**src/rtl/inst_fetcher_pkg.sv**
```systemverilog
// Shared types for the instruction fetch front end: bus widths,
// instruction-queue entry layout and the fetch FSM state encoding.
package inst_fetcher_pkg;

    localparam int ADDR_W = 32;
    localparam int INST_W = 32;
    localparam int OP_W   = 7;

    typedef logic [ADDR_W-1:0] addr_t;
    typedef logic [INST_W-1:0] inst_t;
    typedef logic [OP_W-1:0]   op_t;

    // One buffered instruction together with the PC it was fetched from
    typedef struct packed {
        addr_t pc;
        inst_t inst;
    } iq_entry_t;

    // WAIT owns a live request; DISCARD owns a request whose data is stale
    typedef enum logic [1:0] {
        FETCH_IDLE,
        FETCH_WAIT,
        FETCH_DISCARD
    } fetch_state_t;

    // Major opcode field used by the decoder to pick an instruction class
    function automatic op_t opcode_of(input inst_t inst);
        return inst[OP_W-1:0];
    endfunction

endpackage

```
**src/rtl/inst_fetcher_if.sv**
```systemverilog
// Memory-controller request/response and decoder issue signals of the
// fetch unit, grouped so the fetcher and its neighbours share one bundle.
interface inst_fetcher_if;
    import inst_fetcher_pkg::*;

    logic  if_to_mc_valid;
    addr_t if_to_mc_addr;
    logic  mc_to_if_done;
    inst_t mc_to_if_inst;

    logic  if_to_dc_ready;
    addr_t if_to_dc_PC;
    inst_t if_to_dc_inst;
    op_t   if_to_dc_opType;

    // Fetcher side
    modport master (
        output if_to_mc_valid,
        output if_to_mc_addr,
        input  mc_to_if_done,
        input  mc_to_if_inst,
        output if_to_dc_ready,
        output if_to_dc_PC,
        output if_to_dc_inst,
        output if_to_dc_opType
    );

    // Memory controller / decoder side
    modport slave (
        input  if_to_mc_valid,
        input  if_to_mc_addr,
        output mc_to_if_done,
        output mc_to_if_inst,
        input  if_to_dc_ready,
        input  if_to_dc_PC,
        input  if_to_dc_inst,
        input  if_to_dc_opType
    );

endinterface

```
**src/rtl/inst_fetcher_inst_queue.sv**
```systemverilog
// Small circular FIFO of fetched instructions. Flush wins over push and pop;
// a simultaneous push and pop leaves the occupancy unchanged.
module inst_queue
    import inst_fetcher_pkg::*;
#(
    parameter int DEPTH_LOG = 2
) (
    input  logic                 clk,
    input  logic                 rst_n,
    input  logic                 flush,
    input  logic                 push,
    input  iq_entry_t            push_entry,
    input  logic                 pop,
    output iq_entry_t            head_entry,
    output logic [DEPTH_LOG:0]   count
);

    localparam int DEPTH = 1 << DEPTH_LOG;

    typedef logic [DEPTH_LOG-1:0] ptr_t;
    typedef logic [DEPTH_LOG:0]   cnt_t;

    iq_entry_t entries_q [DEPTH];
    iq_entry_t entries_d [DEPTH];
    ptr_t      head_q, head_d;
    ptr_t      tail_q, tail_d;
    cnt_t      count_q, count_d;

    // Next pointer/occupancy/storage state; pointers wrap naturally at DEPTH
    always_comb begin
        entries_d = entries_q;
        head_d    = head_q;
        tail_d    = tail_q;
        count_d   = count_q;
        if (flush) begin
            head_d  = '0;
            tail_d  = '0;
            count_d = '0;
        end else begin
            if (push) begin
                entries_d[tail_q] = push_entry;
                tail_d            = tail_q + ptr_t'(1);
            end
            if (pop) begin
                head_d = head_q + ptr_t'(1);
            end
            case ({push, pop})
                2'b10:   count_d = count_q + cnt_t'(1);
                2'b01:   count_d = count_q - cnt_t'(1);
                default: count_d = count_q;
            endcase
        end
    end

    // Queue state registers
    always_ff @(posedge clk or negedge rst_n) begin
        if (!rst_n) begin
            for (int i = 0; i < DEPTH; i++) begin
                entries_q[i] <= '0;
            end
            head_q  <= '0;
            tail_q  <= '0;
            count_q <= '0;
        end else begin
            entries_q <= entries_d;
            head_q    <= head_d;
            tail_q    <= tail_d;
            count_q   <= count_d;
        end
    end

    assign head_entry = entries_q[head_q];
    assign count      = count_q;

endmodule

```
**src/rtl/inst_fetcher.sv**
```systemverilog
// Instruction fetch front end: keeps one memory request in flight, buffers
// returned words in a small queue and issues one instruction per cycle to the
// decoder while the ROB, RS and LSB have room. A ROB flush redirects the PC.
module inst_fetcher
    import inst_fetcher_pkg::*;
#(
    parameter int    IQ_DEPTH_LOG = 2,
    parameter addr_t RESET_PC     = 32'h0
) (
    input  logic  clk_in,
    input  logic  rst_in,
    input  logic  rdy_in,
    input  logic  rob_full,
    input  logic  rs_full,
    input  logic  lsb_full,
    input  logic  rob_clear,
    input  addr_t rob_new_pc,
    inst_fetcher_if.master bus
);

    localparam int IQ_DEPTH = 1 << IQ_DEPTH_LOG;

    typedef logic [IQ_DEPTH_LOG:0] cnt_t;

    fetch_state_t state_q, state_d;
    addr_t        pc_q, pc_d;
    logic         mc_valid_q, mc_valid_d;
    addr_t        mc_addr_q, mc_addr_d;
    logic         dc_ready_q, dc_ready_d;
    addr_t        dc_pc_q, dc_pc_d;
    inst_t        dc_inst_q, dc_inst_d;
    op_t          dc_op_q, dc_op_d;

    logic         q_flush;
    logic         q_push;
    logic         q_pop;
    iq_entry_t    q_push_entry;
    iq_entry_t    q_head;
    cnt_t         q_count;
    logic         can_issue;

    inst_queue #(
        .DEPTH_LOG (IQ_DEPTH_LOG)
    ) u_queue (
        .clk        (clk_in),
        .rst_n      (rst_in),
        .flush      (q_flush),
        .push       (q_push),
        .push_entry (q_push_entry),
        .pop        (q_pop),
        .head_entry (q_head),
        .count      (q_count)
    );

    assign can_issue = (q_count != '0) && !rob_full && !rs_full && !lsb_full && !rob_clear;

    // Fetch FSM, PC update and issue selection; nothing moves while rdy_in is low
    always_comb begin
        state_d      = state_q;
        pc_d         = pc_q;
        mc_valid_d   = mc_valid_q;
        mc_addr_d    = mc_addr_q;
        dc_ready_d   = dc_ready_q;
        dc_pc_d      = dc_pc_q;
        dc_inst_d    = dc_inst_q;
        dc_op_d      = dc_op_q;
        q_flush      = 1'b0;
        q_push       = 1'b0;
        q_pop        = 1'b0;
        q_push_entry = '{pc: pc_q, inst: bus.mc_to_if_inst};

        if (rdy_in) begin
            dc_ready_d = 1'b0;
            if (can_issue) begin
                q_pop      = 1'b1;
                dc_ready_d = 1'b1;
                dc_pc_d    = q_head.pc;
                dc_inst_d  = q_head.inst;
                dc_op_d    = opcode_of(q_head.inst);
            end
            q_flush = rob_clear;

            case (state_q)
                FETCH_IDLE: begin
                    if (rob_clear) begin
                        pc_d = rob_new_pc;
                    end else if (q_count < cnt_t'(IQ_DEPTH)) begin
                        state_d    = FETCH_WAIT;
                        mc_valid_d = 1'b1;
                        mc_addr_d  = pc_q;
                    end
                end
                FETCH_WAIT: begin
                    if (rob_clear) begin
                        pc_d = rob_new_pc;
                        if (bus.mc_to_if_done) begin
                            state_d    = FETCH_IDLE;
                            mc_valid_d = 1'b0;
                        end else begin
                            state_d = FETCH_DISCARD;
                        end
                    end else if (bus.mc_to_if_done) begin
                        q_push     = 1'b1;
                        pc_d       = pc_q + 32'd4;
                        state_d    = FETCH_IDLE;
                        mc_valid_d = 1'b0;
                    end
                end
                FETCH_DISCARD: begin
                    if (rob_clear) begin
                        pc_d = rob_new_pc;
                    end
                    if (bus.mc_to_if_done) begin
                        state_d    = FETCH_IDLE;
                        mc_valid_d = 1'b0;
                    end
                end
                default: begin
                    state_d    = FETCH_IDLE;
                    mc_valid_d = 1'b0;
                end
            endcase
        end
    end

    // FSM state, PC and all registered outputs
    always_ff @(posedge clk_in or negedge rst_in) begin
        if (!rst_in) begin
            state_q    <= FETCH_IDLE;
            pc_q       <= RESET_PC;
            mc_valid_q <= 1'b0;
            mc_addr_q  <= '0;
            dc_ready_q <= 1'b0;
            dc_pc_q    <= '0;
            dc_inst_q  <= '0;
            dc_op_q    <= '0;
        end else begin
            state_q    <= state_d;
            pc_q       <= pc_d;
            mc_valid_q <= mc_valid_d;
            mc_addr_q  <= mc_addr_d;
            dc_ready_q <= dc_ready_d;
            dc_pc_q    <= dc_pc_d;
            dc_inst_q  <= dc_inst_d;
            dc_op_q    <= dc_op_d;
        end
    end

    assign bus.if_to_mc_valid  = mc_valid_q;
    assign bus.if_to_mc_addr   = mc_addr_q;
    assign bus.if_to_dc_ready  = dc_ready_q;
    assign bus.if_to_dc_PC     = dc_pc_q;
    assign bus.if_to_dc_inst   = dc_inst_q;
    assign bus.if_to_dc_opType = dc_op_q;

endmodule

```
**src/flat_wrapper.sv**
```systemverilog
// flat-port wrapper written by rule: the top's interface ports become plain ports
module inst_fetcher_flat import inst_fetcher_pkg::*;
#(
    parameter int    IQ_DEPTH_LOG = 2,
    parameter addr_t RESET_PC     = 32'h0
)
  (clk_in, rst_in, rdy_in, rob_full, rs_full, lsb_full, rob_clear, rob_new_pc, bus_if_to_mc_valid, bus_if_to_mc_addr, bus_mc_to_if_done, bus_mc_to_if_inst, bus_if_to_dc_ready, bus_if_to_dc_PC, bus_if_to_dc_inst, bus_if_to_dc_opType);
  inst_fetcher_if bus_i ();
  input  logic clk_in;
  input  logic rst_in;
  input  logic rdy_in;
  input  logic rob_full;
  input  logic rs_full;
  input  logic lsb_full;
  input  logic rob_clear;
  input  addr_t rob_new_pc;
  output wire logic [$bits(bus_i.if_to_mc_valid)-1:0] bus_if_to_mc_valid;
  output wire logic [$bits(bus_i.if_to_mc_addr)-1:0] bus_if_to_mc_addr;
  input wire logic [$bits(bus_i.mc_to_if_done)-1:0] bus_mc_to_if_done;
  input wire logic [$bits(bus_i.mc_to_if_inst)-1:0] bus_mc_to_if_inst;
  output wire logic [$bits(bus_i.if_to_dc_ready)-1:0] bus_if_to_dc_ready;
  output wire logic [$bits(bus_i.if_to_dc_PC)-1:0] bus_if_to_dc_PC;
  output wire logic [$bits(bus_i.if_to_dc_inst)-1:0] bus_if_to_dc_inst;
  output wire logic [$bits(bus_i.if_to_dc_opType)-1:0] bus_if_to_dc_opType;
  assign bus_if_to_mc_valid = bus_i.if_to_mc_valid;
  assign bus_if_to_mc_addr = bus_i.if_to_mc_addr;
  assign bus_i.mc_to_if_done = bus_mc_to_if_done;
  assign bus_i.mc_to_if_inst = bus_mc_to_if_inst;
  assign bus_if_to_dc_ready = bus_i.if_to_dc_ready;
  assign bus_if_to_dc_PC = bus_i.if_to_dc_PC;
  assign bus_if_to_dc_inst = bus_i.if_to_dc_inst;
  assign bus_if_to_dc_opType = bus_i.if_to_dc_opType;
  inst_fetcher #(.IQ_DEPTH_LOG(IQ_DEPTH_LOG), .RESET_PC(RESET_PC)) u_core (.clk_in(clk_in), .rst_in(rst_in), .rdy_in(rdy_in), .rob_full(rob_full), .rs_full(rs_full), .lsb_full(lsb_full), .rob_clear(rob_clear), .rob_new_pc(rob_new_pc), .bus(bus_i));
endmodule
```
**config.mk**
```make
export PLATFORM = sky130hd
export DESIGN_NAME = inst_fetcher_flat
export DESIGN_NICKNAME = d
export VERILOG_FILES = /design/src/rtl/inst_fetcher_pkg.sv /design/src/rtl/inst_fetcher_if.sv /design/src/rtl/inst_fetcher_inst_queue.sv /design/src/rtl/inst_fetcher.sv /design/src/flat_wrapper.sv
export SDC_FILE = /design/constraint.sdc
export NUM_CORES = 1
export LEC_CHECK = 0
export CAP_MARGIN = 25
export CORE_ASPECT_RATIO = 1.4
export CORE_MARGIN = 2
export CORE_UTILIZATION = 57
export DETAILED_ROUTE_END_ITERATION = 7
export GPL_TIMING_DRIVEN = 0
export PLACE_DENSITY = 0.8
export REMOVE_ABC_BUFFERS = 1
export SYNTH_ARGS = -nofsm -noshare
export SYNTH_HDL_FRONTEND = slang
export SYNTH_SLANG_ARGS = --single-unit
```
**constraint.sdc**
```tcl
create_clock -name clk_in -period 3.5 [get_ports clk_in]
set_input_delay 0.35 -clock clk_in [delete_from_list [all_inputs] [get_ports clk_in]]
set_output_delay 0.35 -clock clk_in [all_outputs]
set_load 0.02 [all_outputs]
```
=== After elaboration in Yosys (flattened, before gate mapping) ===
Index checks and enable logic that the tools add are counted.

* Bits in latches: 0
* Memory bits (read-only): 0
* Memories kept: 0
* Register bits: 402
* Bits in writable memories: 0
* Output and inout port bits: 105
* Word-level logic and storage cells: 97
* Bits of input ports: 72

* Eq/ne operators: 9
* Muxes and demuxes: 33
* Reductions and logical operators: 23
* Div/mod/pow operators: 0
* Bitwise operators: 4
* Add/sub/neg operators: 5
* Shift operators: 0
* Magnitude comparators: 4
* Multipliers: 0

{| class="wikitable"
|+ Operator list
! kind !! count
|-
| $bwmux W256 || 1
|-
| $mux W64 || 3
|-
| $bmux W64 S2 || 1
|-
| $demux W64 S2 || 1
|-
| $mux W32 || 3
|-
| $pmux W32 S2 || 1
|-
| $add A32 B3 Y32 const B || 1
|-
| $mux W2 || 9
|-
| $reduce_and A4 Y1 || 3
|-
| $mux W1 || 10
|-
| $ge A3 B3 Y1 const B || 2
|-
| $ne A2 B1 Y1 const B || 3
|-
| $not A2 Y3 || 2
|-
| $pmux W2 S3 || 1
|-
| $pmux W3 S2 || 1
|-
| $reduce_bool A2 Y1 || 3
|-
| $reduce_bool A3 Y1 || 2
|-
| $logic_and A1 B1 Y1 || 5
|-
| $add A2 B1 Y2 const B || 2
|-
| $eq A2 B1 Y1 const B || 2
|-
| $eq A2 B2 Y1 const B || 2
|-
| $logic_not A1 Y1 || 4
|-
| $reduce_and A2 Y1 || 2
|-
| $reduce_or A2 Y1 || 2
|-
| 11 further kinds || 12
|}

=== Logic depth before layout (Yosys ltp) ===
Gate-level depths: netlist of the first run.

* Word-level depth: 10
* Gate-level depth with buffers: 11
* Depth with buffers taken out: 9

=== Cells and area by module ===
Synthesis of the first run repeated with hierarchy kept, for this count alone.

* Cell total of the unflattened synthesis: 1140
* Area total of the unflattened synthesis: 18676.7 sq um

{| class="wikitable"
|+ Modules (own cells, without submodules)
! module !! seq. area each (sq um) !! instances !! cells each !! area an instance (sq um)
|-
| inst_queue || 6581.3 || 1 || 656 || 12707.2
|-
| inst_fetcher || 3303.2 || 1 || 484 || 5969.5
|}

=== Worst setup path after synthesis of the first run ===
No wires, ideal clock.

* Path type: register -> register
* Start: register u_core.u_queue.count_q[0] (netlist: u_core.u_queue.count[0])
* End: register u_core.u_queue.count_q[2] (netlist: u_core.u_queue.count[2])
* Path buffers: 3
* Stages on the path, launching flop included: 10
* Arrival time: 2379 ps
* Slack: 1044 ps
* Period minus slack after synthesis: 2456 ps
* Cells stage by stage: dfrtp_1 -> o311a_1 -> clkbuf_1 -> buf_2 -> buf_2 -> ha_1 -> fa_1 -> xnor2_1 -> or3_1 -> a21oi_1

* Word-level cells in the longest chain between the ends: 10

{| class="wikitable"
|+ Ends and longest elaborated chain
! item !! RTL line !! text
|-
| from (decl) || inst_fetcher_inst_queue.sv:27 || <nowiki>cnt_t count_q, count_d;</nowiki>
|-
| from (signal assigned) || inst_fetcher_inst_queue.sv:68 || <nowiki>count_q <= count_d;</nowiki>
|-
| $reduce_bool A3 Y1 * || inst_fetcher.sv:55 || <nowiki>assign can_issue = (q_count != '0) && !rob_full && !rs_full && !lsb_full && !rob_clear;</nowiki>
|-
| $logic_and A1 B1 Y1 * (4 in series) || inst_fetcher.sv:55 ||
|-
| $mux W1 * || inst_fetcher.sv:74 || <nowiki>if (can_issue) begin</nowiki>
|-
| $mux W1 * || inst_fetcher.sv:72 || <nowiki>if (rdy_in) begin</nowiki>
|-
| net u_core.q_pop || inst_fetcher.sv:36 || <nowiki>logic q_pop;</nowiki>
|-
| $eq A2 B1 Y1 or $eq A2 B2 Y1 (tied branches) || inst_fetcher_inst_queue.sv:47 || <nowiki>case ({push, pop})</nowiki>
|-
| $pmux W3 S2 || inst_fetcher_inst_queue.sv:47 ||
|-
| $mux W3 || inst_fetcher_inst_queue.sv:35 || <nowiki>if (flush) begin</nowiki>
|}

The timed path passes the listed nets; every way through them passes the cells marked *.
A chain may end at the register's enable or synchronous reset.

=== Worst setup path after layout of the first run ===
* Start: register u_core.state_q[1]
* End: register u_core.pc_q[27]

* Word-level cells in the longest chain between the ends: 4

{| class="wikitable"
|+ Ends and longest elaborated chain
! item !! RTL line !! text
|-
| from (decl) || inst_fetcher.sv:25 || <nowiki>fetch_state_t state_q, state_d;</nowiki>
|-
| from (signal assigned) || inst_fetcher.sv:138 || <nowiki>state_q <= state_d;</nowiki>
|-
| $eq A2 B2 Y1 or $logic_not A2 Y1 (tied branches) || inst_fetcher.sv:83 || <nowiki>case (state_q)</nowiki>
|-
| $reduce_or A2 Y1 (no source line) || -- ||
|-
| $ne A2 B1 Y1 (no source line) or $reduce_bool A2 Y1 (tied branches) || -- ||
|-
| $reduce_and A4 Y1 (no source line) || -- ||
|-
| to (signal assigned) || inst_fetcher.sv:139 || <nowiki>pc_q <= pc_d;</nowiki>
|-
| to (decl) || inst_fetcher.sv:26 || <nowiki>addr_t pc_q, pc_d;</nowiki>
|}

Parallel ways exist; a longest one is shown, timed or not.

==> impl_results.md, run 1 <==
* Status: completed
* Cell area after synthesis at 17220 um^2
* Worst slack at placement at 333.0 ps
* Number of antenna-violating nets in the routed design at 0
* Netlist cell types at 57
* Slowest stage cell, crit path: nand4b_1
* 1st-iter DRT viols at 601
* Number of diodes at 0
* Clk buf depth at 3
* Slew margin rel. at 0.3726
* CP Max Fanout at 18
* Synthesis-stage register bit count at 395
* Fraction of layout cells with a size suffix above 1 at 0.3777
* Largest net degree at the start of global routing at 127
* Number of synthesis warnings at 0
* Final Skew at 15.73 ps
* Worst Path Buf+Inv at 1
* Clock latency reported for the late side of the worst-skew pair at 530 ps
* Final GP Congestion at 0.7941
* Seq/Total Area, Yosys at 0.5741
* Max Fclk at 350.1 MHz
* Worst hold slack at 316.9 ps
* Final setup violation count at 0
* Post-synth ARST share at 1.000
* Io pins at 177
* Vias in the first global route at 11038
* Cell area after layout at 20840 um^2
* EDFF count, synth at 0
* Overall Power at 15.19 mW
* Period utilization at 0.8161
* Main synth FF type: dfrtp_1
* TritonCTS clock tree: yes
* Antenna violations before repair at 0
* Worst setup SP type: register
* Post-CTS sizing at 0
* Hold Buf Count CTS at 1
* Setup bufs post-CTS at 0
* Die X at 150.9 um
* Detailed Place HPWL at 22720 um
* Max H-tree Level at 2
* Worst slew pin tran at 936.2 ps
* Critical Path AT at 3290 ps
* Setup TNS Final at 0 ps
* Top-area cell type share of the netlist area at 0.5741
* Critical Path RT at 3930 ps
* PnR worst setup slack at 643.8 ps
* Tightest Hold Check Type: input port to async pin
* Grt ovf at 0
* DR pass1 iterations at 5
* Critical path's top delay family: simple AND/OR/NAND/NOR gates
* Critical Path Max Stage Delay at 730 ps
* Mean Syn Cell Area at 15.13 um^2
* Syn-to-layout area delta at 21.06%
* Most common cell after layout, fill and taps aside: dfrtp_1
* # port buffers at 176
* Non-filler cells, final at 1701
* Ranking of synthesized cells by area: dfrtp_1 (57%), mux2_2 (22%), mux4_2 (8.4%)
* Die area at 31630 um^2
* R2R Setup Slk at 640 ps
* CTS Buf Count at 39
* Min Clock Period, post-route at 2856 ps
* Root Buffer: clkbuf_16
* Max IR drop VDD at 0.5771 mV
* Clock sinks at 395
* Unrepaired setup endpoints after global routing: false
* Row count at 75
* Core area at 29840 um^2
* Leakage dissipation at 9.528 nW
* Die height at 209.6 um
* Worst Path Class, Setup: register to register
* Post-layout nets at 1371
* Dominant cell type by area after synthesis: dfrtp_1
* Synthesized instance count at 1138
* Commonest cells after routing, fill and taps aside: dfrtp_1 (393), mux2_2 (333), clkdlybuf4s50_1 (175), mux4_2 (64), clkbuf_16 (41)
* DRC violations left at 0
* Placed Area at 19490 um^2
* Vias/cell at 6.014
* Fin util at 0.6985
* Endpoints failing hold at 0
* Power Dens Cells at 728.8 nW/um^2
* Tot GR Track Use at 0.2422
* Final WL at 36850 um
* Worst-path clk slew at 60 ps
* First-pass GRT wire length at 59570 um
* Cells along the critical path: inv_1 > ha_1 > or3b_2 > nand4b_1 > nor2_1 > a311oi_1 > a211oi_1
* CP Capture Type: register
* Routed length per instance at 21.67 um
* Placed Instances at 1631
* MaxCap Viol Count at 0
* Starting Density at 0.5770
* Final Max Slew Viols at 0
* DR vias at 10230
worst register-to-register path, stage by stage (launching register included):
cell,delay (ps)
dfrtp_1,450
inv_1,90
ha_1,250
or3b_2,230
nand4b_1,730
nor2_1,660
a311oi_1,100
a211oi_1,240
layout make-up:
type	count	area, um^2
fillers	2026	8997
inverters	9	33.78
clock inverters	6	91.34
well taps	385	481.7
flip-flops and latches	395	9892
repair buffers	196	2155
multi-input cells	647	6942
clock buffers	63	1249
per-layer routing:
layer	part of all wire	vias up	global-route usage
li1	-	4498	-
met1	0.40	5365	0.3131
met2	0.52	284	0.4160
met3	0.044	83	0.03761
met4	0.034	0	0.08605
met5	0	-	0
synth_stat cells (9+ instances only):
cell,count
nand3_1,10
a21oi_1,28
buf_2,38
nor2_1,26
mux4_2,64
clkbuf_1,33
mux2_2,333
o22ai_1,9
mux2_1,22
o21ai_0,22
a311oi_1,9
ha_1,10
nand2_1,28
dfrtp_1,395
flip-flops by register name, summed over array words and instances (netlist names):
register	count
u_core.u_queue.entries_q	256
u_core.u_queue.count	3
u_core.state_q	2
u_core.u_queue.head_q	2
u_core.bus.if_to_mc_addr	32
u_core.u_queue.tail_q	2
u_core.pc_q	32
u_core.bus.if_to_dc_opType	6
u_core.bus.if_to_dc_inst	26
u_core.bus.if_to_dc_PC	32
u_core.bus.if_to_mc_valid	1
u_core.bus.if_to_dc_ready	1
path summary, 6_finish.rpt:
check / start / end / cells after the start
worst max register to register: u_core.state_q[1] / u_core.pc_q[27] / 7
worst min register to register: u_core.u_queue.entries_q[57] / u_core.u_queue.entries_q[57] / 1
worst min-delay path: rst_in / u_core.bus.if_to_dc_PC[2] / 2
min in group clk_in: rob_new_pc[3] / u_core.pc_q[3] / 3
max in group asynchronous: rst_in / u_core.u_queue.entries_q[68] / 4
worst max-delay path: u_core.state_q[1] / u_core.pc_q[27] / 7
report_power, final:
part           switching (mW)  total, mW  leakage (nW)  internal, mW
Clock                    1.73       4.32         0.662          2.59
Combinational            1.74       4.05          3.69          2.31
Sequential               1.02       6.83          5.18          5.80
Total                    4.49       15.2          9.53          10.7
cell families after synthesis:
family,synth area share
muxes,0.3188
DFF,0.5741
and+or+nand+nor,0.03328
AOI/OAI and AO/OA,0.03757
buffers and inverters,0.02580
adders and majority gates,0.008430
xor gates and xnor gates,0.002035
Power figures use the tool's default switching activity.
==> inputs of run 2 (changes only) <==
clock period = 2.8 ns   (was 3.5 ns; I/O delays follow)
==> run 2 against run 1 <==
Total power up 25%. Sequential cell count unchanged. Non-clock buffer count up 1. Sequential power up 25%. Worst hold slack worse by 72 ps. Cell area about the same. Final cell count about the same. Register-to-register slack worse by 520 ps. Clock skew about the same. First-iteration DRC count down 1.8%.
==> impl_results.md, run 2 (synthesized netlist as in run 1, its figures left out) <==
* # port buffers at 176
* Critical Path AT at 3070 ps
* Io pins at 177
* Setup TNS Final at 0 ps
* Final Max Slew Viols at 0
* Worst slew pin tran at 844.3 ps
* Post-layout nets at 1372
* DR pass1 iterations at 5
* Die height at 209.6 um
* Detailed Place HPWL at 22720 um
* Max IR drop VDD at 0.7211 mV
* CP Max Fanout at 16
* Most common cell after layout, fill and taps aside: dfrtp_1
* Reg2reg start: u_core.state_q[0]
* Power Dens Cells at 911.6 nW/um^2
* Routed length per instance at 21.71 um
* Core area at 29840 um^2
* GRT met1 Usage at 0.3131
* Number of antenna-violating nets in the routed design at 0
* Fraction of layout cells with a size suffix above 1 at 0.3797
* Leakage dissipation at 9.533 nW
* Starting Density at 0.5770
* Number of diodes at 0
* Fin util at 0.6988
* Grt ovf at 0
* Worst Path Class, Setup: register to register
* Fill cells at 2022
* Worst Path Buf+Inv at 1
* Met2 Use GR at 0.4160
* Min Clock Period, post-route at 2674 ps
* MaxCap Viol Count at 0
* Die area at 31630 um^2
* Max reg flops at 256
* TritonCTS clock tree: yes
* Clock sinks at 395
* CTS Buf Count at 39
* Unrepaired setup endpoints after global routing: false
* Cells along the critical path: inv_1 > ha_1 > or3_2 > or4_4 > nor4_4 > a311oi_1
* Status: completed
* Worst path depth at 6
* Die X at 150.9 um
* Worst setup SP type: register
* Antenna violations before repair at 0
* Tightest Hold Check Type: input port to async pin
* Max Fclk at 373.9 MHz
* Final setup violation count at 0
* Endpoints failing hold at 0
* CP Capture Type: register
* Vias/cell at 5.987
* Largest net degree at the start of global routing at 127
* Row count at 75
* Commonest cells after routing, fill and taps aside: dfrtp_1 (393), mux2_2 (333), clkdlybuf4s50_1 (175), mux4_2 (64), clkbuf_16 (41)
* Critical path's top delay family: simple AND/OR/NAND/NOR gates
* Critical Path Source: u_core.state_q[0]
* Clk buf depth at 3
* 1st-iter DRT viols at 590
* Met3 Usage GRT at 0.03761
* Root Buffer: clkbuf_16
* Gr busiest metal: met2
* Syn-to-layout area delta at 21.12%
* Period utilization at 0.9551
* Final WL at 36960 um
* Tot GR Track Use at 0.2422
* Final GP Congestion at 0.7941
* Critical Path Max Stage Delay at 710 ps
* Slowest stage cell, crit path: or3_2
* Final Skew at 15.62 ps
* Worst R2R Path Depth at 6
* DRC violations left at 0
* First-pass GRT wire length at 59570 um
* Slew margin rel. at 0.4328
* Max H-tree Level at 2
* Clock latency reported for the late side of the worst-skew pair at 530 ps
* Worst-path clk slew at 60 ps
* Vias in the first global route at 11038
* Reg with most FFs: u_core.u_queue.entries_q
* DR vias at 10190
* Critical Path RT at 3190 ps
## run 2: changes by cell type in the layout (fill, tap and decap cells not counted), sizes merged
| cell | change |
|---|---|
| buf | +1 |
## run 2: final timing paths
kind                                                end  slack [ps]
setup / recovery                        u_core.pc_q[25]         130
hold / removal                u_core.bus.if_to_dc_PC[2]         250
setup reg to reg                        u_core.pc_q[25]         130
hold reg to reg            u_core.u_queue.entries_q[57]         480
max in group asynchronous  u_core.u_queue.entries_q[19]        1030
min in group clk_in                      u_core.pc_q[3]         320
## run 2: repair_timing
action / CTS / global route
resized for setup: 0 / 2
setup buffers: 0 / 1
setup endpoints to repair: 0 / 9
hold endpoints to repair: 50 / 0
hold buffers: 1 / 0
## run 2: layout make-up
type	instances	area (um^2)	area share
inverter	9	33.78	0.001620
sequential	395	9892	0.4743
timing repair buffer	197	2162	0.1037
clock inverter	6	91.34	0.004380
multi-input combinational	647	6944	0.3330
clock buffer	63	1249	0.05988
tap	385	481.7	0.02310
## run 2: stage by stage
stage          cell area [um^2]  power (mW)  hold WS (ps)  cells  setup WS, ps
2_1_floorplan             16810       11.45        -15.59   1051         -1764
3_3_place_gp              19050       13.38         468.6   1612        -15380
3_5_place_dp              19490       13.68         227.3   1631        -297.0
4_1_cts                   20840       19.15         251.3   1701         9.612
5_1_grt                   20850       19.97         271.8   1702         25.12
6_report                  20850       19.01         245.0   1702         125.8
## run 2: power breakdown
part / switching [mW] / total (mW) / internal (mW)
Combinational: 2.18 / 5.07 / 2.89
Clock: 2.17 / 5.40 / 3.24
Sequential: 1.29 / 8.54 / 7.25
## run 2: routing by layer
metal / vias up / part of all wire
met5: - / 0
met3: 79 / 0.044
met4: 0 / 0.034
met1: 5349 / 0.41
met2: 255 / 0.51
li1: 4507 / -
==> inputs of run 3 (changes only) <==
PLACE_DENSITY = 0.79   (was 0.8)
==> run 3 against run 2 <==
Sequential share of layout area rose by 0.19 points. Critical endpoint is now u_core.pc_q[31]. Core utilization is 0.28 points lower. Non-clock buffer count rose by 1. Final cell count decreased by 0.24%. Global-route usage increased by 0.11 points. First-iteration DRC count fell by 22%. Sequential cell count stayed put. Via count is 0.17% higher. Highest routed layer unchanged. Worst setup slack lost 32 ps. Clock power shrank 4.3%.
==> impl_results.md, run 3 (synthesized netlist as in run 1, its figures left out) <==
* Most common cell after layout, fill and taps aside: dfrtp_1
* Endpoints failing hold at 0
* CP Max Fanout at 16
* Fill cells at 2055
* Status: completed
* Logic pwr share at 0.271
* Syn-to-layout area delta at 20.64%
* Worst setup SP type: register
* MaxCap Viol Count at 0
* Hold Crit Depth at 3
* Row count at 75
* Tot GR Track Use at 0.2433
* Critical Path AT at 3110 ps
* Fin util at 0.6961
* Starting Density at 0.5770
* Slew margin rel. at 0.4464
* Sw frac at 0.2982
* # port buffers at 176
* Max IR drop VDD at 0.8415 mV
* R2R Setup Slk at 90 ps
* Die height at 209.6 um
* Grt ovf at 0
* Clock sinks at 395
* Placed Instances at 1631
* Clk buf depth at 3
* Worst hold slack at 303.7 ps
* Max reg flops at 256
* Period utilization at 0.9664
* Worst slew pin tran at 828.0 ps
* Min Clock Period, post-route at 2706 ps
* Reg2reg start: u_core.state_q[0]
* Die X at 150.9 um
* 1st-iter DRT viols at 458
* Detailed Place HPWL at 22720 um
* Routed length per instance at 21.71 um
* Unrepaired setup endpoints after global routing: false
* Number of antenna-violating nets in the routed design at 0
* Final Skew at 22.08 ps
* Commonest cells after routing, fill and taps aside: dfrtp_1 (393), mux2_2 (333), clkdlybuf4s50_1 (175), mux4_2 (64), clkbuf_16 (41)
* TritonCTS clock tree: yes
* Max Fclk at 369.5 MHz
* Largest net degree at the start of global routing at 122
* Power Dens Cells at 903.6 nW/um^2
* Worst-path clk slew at 70 ps
* RR Endpoint: u_core.pc_q[31]
* Overall Power at 18.77 mW
* CTS Buf Count at 38
* DR vias at 10207
* First-pass GRT wire length at 59690 um
* Antenna violations before repair at 0
* Fraction of layout cells with a size suffix above 1 at 0.3785
* Sequential power share at 0.454
* Io pins at 177
* Number of diodes at 0
* Clock latency reported for the late side of the worst-skew pair at 550 ps
* Critical Path RT at 3210 ps
* P_sw at 5.597 mW
* Reg with most FFs: u_core.u_queue.entries_q
* CP Capture Type: register
* DR pass1 iterations at 5
* Worst R2R Path Depth at 6
* DRC violations left at 0
* Worst Path Class, Setup: register to register
* Final setup violation count at 0
* Die area at 31630 um^2
* Root Buffer: clkbuf_16
* Min-Delay Endpoint: u_core.pc_q[3]
* Final GP Congestion at 0.7597
* Clk pwr share at 0.275
* Vias/cell at 6.011
* Reg area at 9892 um^2
* Leakage dissipation at 9.494 nW
* Max H-tree Level at 2
* Non-filler cells, final at 1698
* Final WL at 36860 um
* Post-layout nets at 1372
* Vias in the first global route at 10963
* Pint at 13.17 mW
* Area of the multi-input gates at 6943 um^2
* Hold Path Origin: rob_new_pc[3]
* Core area at 29840 um^2
* Final Max Slew Viols at 0
* Tightest Hold Check Type: input port to register
==> run 3: how the worst max path moves through the flow <==
stage,slack (ps),cells after the start,start,to
after detailed placement,-300,10,rdy_in,u_core.u_queue.count[2]
after floorplan,-1760,7,u_core.state_q[0],u_core.pc_q[31]
after CTS,20,9,u_core.state_q[1],u_core.u_queue.count[2]
after global routing,30,6,u_core.state_q[0],u_core.pc_q[31]
final,90,6,u_core.state_q[0],u_core.pc_q[31]
after global placement,-15420,1,rst_in,u_core.bus.if_to_dc_opType[1]
==> run 3: metal layers <==
metal / global-route usage / vias up / part of all wire
met5: 0 / - / 0
met1: 0.3147 / 5380 / 0.40
met3: 0.03826 / 72 / 0.048
met4: 0.07896 / 0 / 0.028
met2: 0.4213 / 266 / 0.52
li1: - / 4489 / -
==> run 3: final cells by class <==
| type | instances | area share |
|---|---|---|
| repair buffers | 198 | 0.1045 |
| multi-input cells | 647 | 0.3343 |
| clock buffers | 54 | 0.05512 |
| flip-flops and latches | 395 | 0.4762 |
| clock inverters | 10 | 0.005120 |
| well taps | 385 | 0.02319 |
| inverters | 9 | 0.001626 |
==> run 3: worst max-delay path: stages (launching register included) <==
cell      delay, ps
dfrtp_1         390
inv_1           100
ha_1            260
or3_1           700
or4_4           570
nor4_4          380
a311oi_1        160
==> run 3: metrics by stage <==
stage	setup WS [ps]	TNS [ps]	cell area, um^2
finish	93.96	0	20770
global route	25.21	0	20770
CTS	15.20	0	20770
detailed placement	-303.0	-8422	19490
global placement	-15420	-6865740	19050
floorplan	-1764	-114230	16810
==> run 3: power groups by stage <==
stage / clock, mW / sequential, mW / combinational [mW]
2_1_floorplan: 0 / 8.72 / 2.73
3_3_place_gp: 0 / 8.55 / 4.84
3_5_place_dp: 0 / 8.61 / 5.07
4_1_cts: 5.27 / 8.52 / 5.13
5_1_grt: 5.52 / 8.74 / 5.49
6_report: 5.17 / 8.52 / 5.09
==> run 3: repair_timing <==
| action | 4_1_cts | 5_1_grt |
|---|---|---|
| gates resized for setup | 0 | 1 |
| cloned | 0 | 0 |
| buffers inserted | 2 | 0 |
| setup endpoints to repair | 6 | 1 |
| hold buffers | 1 | 0 |
| endpoints found under the hold margin | 82 | 0 |
